## src/rtl/huffman_decode.sv

```systemverilog
`default_nettype none
// ============================================================================
// Module   : huffman_decode
// Purpose  : Unpacks an MSB-first variable-length Huffman code stream arriving
//            as 32-bit words from a first-word-fall-through FIFO and emits one
//            4-bit fixed-length symbol per cycle into an output FIFO. EOS codes
//            are flagged on eom and the zero padding behind them is dropped.
// Ports    : clk      - clock, all state on rising edge
//            reset    - synchronous active-high reset
//            idata    - packed word at input FIFO head (first bit at MSB)
//            rdy      - input FIFO not empty
//            pop      - registered pop strobe; idata captured while high
//            code     - registered decoded symbol, valid with push
//            eom      - registered end-of-message flag (code == 8)
//            push     - registered write strobe for the output FIFO
//            not_full - output FIFO can accept a push this cycle
// Revision : 1.0 - initial release
// ============================================================================
module huffman_decode #(
    parameter int P_WIDTH = 32,
    parameter int C_WIDTH = 4
) (
    input  logic               clk,
    input  logic               reset,
    input  logic [P_WIDTH-1:0] idata,
    input  logic               rdy,
    output logic               pop,
    output logic [C_WIDTH-1:0] code,
    output logic               eom,
    output logic               push,
    input  logic               not_full
);

    localparam int c_BUF_W = 2 * P_WIDTH;
    localparam int c_CNT_W = $clog2(c_BUF_W + 1);

    // Bit buffer is MSB-aligned: oldest unconsumed bit sits at r_buf[MSB].
    // Bits below the valid count are always zero, which lets a capture be
    // merged with a simple OR.
    logic [c_BUF_W-1:0] r_buf;
    logic [c_CNT_W-1:0] r_cnt;

    logic [4:0]         w_head;
    logic [c_CNT_W-1:0] w_len;
    logic [C_WIDTH-1:0] w_sym;
    logic               w_fire;
    logic               w_eos;
    logic [c_CNT_W-1:0] w_skip;
    logic [c_CNT_W-1:0] w_shift;
    logic [c_CNT_W-1:0] w_cnt_dec;
    logic [c_BUF_W-1:0] w_buf_sh;
    logic [c_BUF_W-1:0] w_ins;
    logic               w_pop_next;

    assign w_head = r_buf[c_BUF_W-1 -: 5];

    // Prefix-code lookup on the five oldest bits.
    always_comb begin
        w_len = c_CNT_W'(2);
        w_sym = C_WIDTH'(4);
        casez (w_head)
            5'b00???: begin w_len = c_CNT_W'(2); w_sym = C_WIDTH'(4); end
            5'b01???: begin w_len = c_CNT_W'(2); w_sym = C_WIDTH'(7); end
            5'b100??: begin w_len = c_CNT_W'(3); w_sym = C_WIDTH'(0); end
            5'b101??: begin w_len = c_CNT_W'(3); w_sym = C_WIDTH'(3); end
            5'b1100?: begin w_len = c_CNT_W'(4); w_sym = C_WIDTH'(2); end
            5'b1101?: begin w_len = c_CNT_W'(4); w_sym = C_WIDTH'(5); end
            5'b1110?: begin w_len = c_CNT_W'(4); w_sym = C_WIDTH'(6); end
            5'b11110: begin w_len = c_CNT_W'(5); w_sym = C_WIDTH'(1); end
            default:  begin w_len = c_CNT_W'(5); w_sym = C_WIDTH'(8); end
        endcase
    end

    assign w_fire = not_full && (w_len <= r_cnt);
    assign w_eos  = (w_sym == C_WIDTH'(8));

    // On EOS, the bits still held from the word containing the EOS end are
    // (cnt-5) mod 32; consuming them as well realigns the buffer on the next
    // word boundary while keeping any later full word intact.
    assign w_skip = c_CNT_W'(5) + ((r_cnt - c_CNT_W'(5)) & c_CNT_W'(P_WIDTH - 1));

    assign w_shift   = !w_fire ? '0 : (w_eos ? w_skip : w_len);
    assign w_cnt_dec = r_cnt - w_shift;
    assign w_buf_sh  = r_buf << w_shift;
    // New word lands directly behind the bits that survive this cycle's decode.
    assign w_ins     = {idata, {P_WIDTH{1'b0}}} >> w_cnt_dec;

    // Fetch only with room for a full word; never on back-to-back cycles so
    // the FIFO head is always stable when captured.
    assign w_pop_next = rdy && !pop && (r_cnt <= c_CNT_W'(P_WIDTH));

    always_ff @(posedge clk) begin
        if (reset) begin
            r_buf <= '0;
            r_cnt <= '0;
            pop   <= 1'b0;
            push  <= 1'b0;
            eom   <= 1'b0;
            code  <= '0;
        end else begin
            pop  <= w_pop_next;
            push <= w_fire;
            eom  <= w_fire && w_eos;
            if (w_fire) begin
                code <= w_sym;
            end
            if (pop) begin
                r_buf <= w_buf_sh | w_ins;
                r_cnt <= w_cnt_dec + c_CNT_W'(P_WIDTH);
            end else begin
                r_buf <= w_buf_sh;
                r_cnt <= w_cnt_dec;
            end
        end
    end

endmodule
`default_nettype wire

```

## config.mk

```make
export PLATFORM = sky130hd
export DESIGN_NAME = huffman_decode
export DESIGN_NICKNAME = d
export VERILOG_FILES = /design/src/rtl/huffman_decode.sv
export SDC_FILE = /design/constraint.sdc
export NUM_CORES = 1
export LEC_CHECK = 0
export CAP_MARGIN = 15
export CORE_ASPECT_RATIO = 1.1
export CORE_UTILIZATION = 30
export CTS_CLUSTER_SIZE = 14
export DETAILED_ROUTE_END_ITERATION = 6
export SYNTH_ARGS = -nofsm -noshare
export SYNTH_HDL_FRONTEND = slang
export SYNTH_SLANG_ARGS = --single-unit
```

## constraint.sdc

```tcl
create_clock -name clk -period 5.8 [get_ports clk]
set_input_delay 0.87 -clock clk [delete_from_list [all_inputs] [get_ports clk]]
set_output_delay 0.87 -clock clk [all_outputs]
set_load 0.02 [all_outputs]
```

==> flow_metrics.env <==
export IMPL_wl_per_cell_microns=24.9
export IMPL_cts_setup_buffers=0
export IMPL_worst_slack_ns=0.411
export IMPL_syn_num_nets=1378
export IMPL_hpwl_microns=32700
export IMPL_cts_buffers=9
export IMPL_synth_top_area_share=0.159
export IMPL_fin_crit_sh=0.929
export IMPL_drc=5
export IMPL_tightest_slew_ns=1.11
export IMPL_hold_violations=0
export IMPL_fp_dieW_microns=175
export IMPL_yosys_area_top_type="dfxtp_1"
export IMPL_clkTransAtPathRegs_ns=0.07
export IMPL_rsz0062_at_grt="false"
export IMPL_crit_type="flop to flop"
export IMPL_start_kind="flop"
export IMPL_filler_cell_count=3552
export IMPL_clockRootBuffer="clkbuf_16"
export IMPL_mostFrequentLayoutCell="nand2_1"
export IMPL_viasPerCell=6.44
export IMPL_irDropWorstVdd_uv=339
export IMPL_worstPathRequired_ns=6.08
export IMPL_final_cell_area_sq_um=10800
export IMPL_yosysSeqAreaShare=0.159
export IMPL_syn2layout_area_growth_pct=9.81
export IMPL_dr_total_vias=11200
export IMPL_drv_cap=0
export IMPL_max_freq_mhz=186
export IMPL_synth_area_top_cells="dfxtp_1 (16%), mux2i_1 (14%), nand2_1 (10%)"
export IMPL_crit_start="r_cnt[0]"
export IMPL_p_leak_nw=3.84
export IMPL_ioPinCount=43
export IMPL_grt_pass1_vias=10300
export IMPL_place_gp_congestion=1.02
export IMPL_clk_latency_ns=0.36
export IMPL_htree_levels=3
export IMPL_critPathCaptureType="flop"
export IMPL_nets=1350
export IMPL_hold_buffers=0
export IMPL_synthFlopType="dfxtp_1"
export IMPL_yosys_warnings=0
export IMPL_ys_ff_latch=78
export IMPL_hp_class="flop to flop"
export IMPL_synth_edf_count=0
export IMPL_wl_microns=43100
export IMPL_grt_pass1_wl_microns=65000
export IMPL_fin_tns_setup_ns=0
export IMPL_syn_inst=1330
export IMPL_period_minus_slack_ns=5.39
export IMPL_row_count=69
export IMPL_timing_rr_end="r_buf[50]"
export IMPL_slew_headroom=0.262
export IMPL_finalSetupViolations=0
export IMPL_clock_sinks=78
export IMPL_die_h_microns=192
export IMPL_grt_usage=0.254
export IMPL_synthArstFlopShare=0
export IMPL_grt_max_degree=63
export IMPL_critPathMaxFanout=11
export IMPL_io_buffers=42
export IMPL_reg2regPathDepth=18
export IMPL_powerDensity_nw_per_um2=591
export IMPL_firstDrtPassIters=7
export IMPL_clockBufferDepth=2
export IMPL_initial_core_util=0.304
export IMPL_fp_dieArea_sq_um=33500
export IMPL_cts_resized=0
export IMPL_outcome="finished, violations left"
export IMPL_final_cell_mix="nand2_1 (273), mux2i_1 (137), a21oi_1 (90)"
export IMPL_maxSlewViolCount=0
export IMPL_antenna_left=0
export IMPL_drt_iter0_drc=1476
export IMPL_core_area_sq_um=32300
export IMPL_tritoncts="yes"
export IMPL_violations="design-rule violations"
export IMPL_drive_gt1_frac=0.121
export IMPL_synth_area_sq_um=9830
export IMPL_r2r_slack_ns=0.41
export IMPL_grt_overflow_total=0
export IMPL_dp_slack_ns=0.429
export IMPL_diodes=0
export IMPL_synth_distinct_cells=90
export IMPL_avgSynthCellArea_sq_um=7.39
export IMPL_antenna_found_initial=1
export IMPL_fin_skew_ns=0.0122
export IMPL_dpl_cell_area_sq_um=10500
export IMPL_endpoint="r_buf[50]"
export IMPL_crit_arrival_ns=5.67
export IMPL_r2r_start="r_cnt[0]"
synth_stat cells, drive strengths merged (6+ instances only):
| cell type | n |
|---|---|
| nand2 | 277 |
| mux2i | 137 |
| nor2 | 95 |
| a21oi | 92 |
| buf | 84 |
| a22oi | 80 |
| dfxtp | 78 |
| o21ai | 59 |
| a32oi | 50 |
| nand3 | 48 |
| clkbuf | 40 |
| mux4 | 25 |
| a211oi | 22 |
| o22ai | 22 |
| nor3 | 18 |
| a31oi | 17 |
| mux2 | 16 |
| o211ai | 15 |
| inv | 14 |
| and2 | 12 |
| ha | 11 |
| a221oi | 10 |
| and3 | 10 |
| nand2b | 8 |
| a2111oi | 7 |
| nand4 | 7 |
| a2bb2oi | 6 |
| nor2b | 6 |
| or2 | 6 |
flip-flops by register name (all words and copies together) (netlist names):
register	cells
code	4
r_buf	64
eom	1
push	1
r_cnt	7
pop	1
cell type report:
type,instances,area (sq um),area share
multi-input combinational,1114,7590,0.704
timing repair buffer,85,738,0.0684
inverter,14,57.6,0.00533
clock inverter,4,53.8,0.00499
clock buffer,11,253,0.0234
tap,426,533,0.0494
sequential,78,1560,0.145
metrics by stage:
step / utilization / hold WS [ns] / total power [mW] / std cells
6_report: 0.334 / 0.478 / 6.37 / 1732
5_1_grt: 0.334 / 0.501 / 6.71 / 1732
4_1_cts: 0.334 / 0.480 / 6.21 / 1732
3_5_place_dp: 0.325 / 0.472 / 5.59 / 1717
3_3_place_gp: 0.325 / 0.468 / 5.61 / 1717
2_1_floorplan: - / 0.432 / 4.11 / 1330
cells by family after synthesis:
family                   synth area share
AND/OR/NAND/NOR                     0.225
AO/OA/AOI/OAI                       0.305
multiplexers                        0.216
buffers and inverters              0.0735
flip-flops                          0.159
adder cells (fa/ha/maj)            0.0160
XOR/XNOR                          0.00624
layer usage:
| layer | wire (microns) | global-route usage |
|---|---|---|
| met1 | 18000 | 0.336 |
| met2 | 19500 | 0.403 |
| met3 | 3740 | 0.0388 |
| met5 | 13 | 0 |
| met4 | 1930 | 0.119 |
power breakdown:
part           total, mW  internal, mW  switching (mW)
Clock              0.618         0.357           0.261
Combinational       4.82          1.60            3.22
Sequential         0.933         0.688           0.245
Total               6.37          2.65            3.73
worst min path at each step:
stage                     slack [ns]     start  depth (start not counted)      end
after floorplan                 0.43  r_cnt[5]                          1      pop
after global placement          0.47   code[1]                          2  code[1]
after detailed placement        0.47   code[3]                          2  code[3]
after CTS                       0.48   code[3]                          2  code[3]
after global routing            0.50   code[3]                          2  code[3]
final                           0.48   code[3]                          2  code[3]
worst max-delay path, stage by stage (launching register included):
cell and delay, ns:
dfxtp_1 0.57, inv_1 0.17, ha_1 0.45, nor4b_2 0.28, a221oi_2 0.14, and2_0 0.32
o31ai_4 0.48, inv_2 0.16, ha_1 0.38, o21ai_0 0.20, a21oi_1 0.11, or2_1 0.25
o311ai_2 0.33, nand2_1 0.22, buf_4 0.23, nor2_1 0.40, nand2_1 0.19, a41o_1 0.29
a41oi_2 0.14
Note: power is estimated with default switching activity, not from simulation.
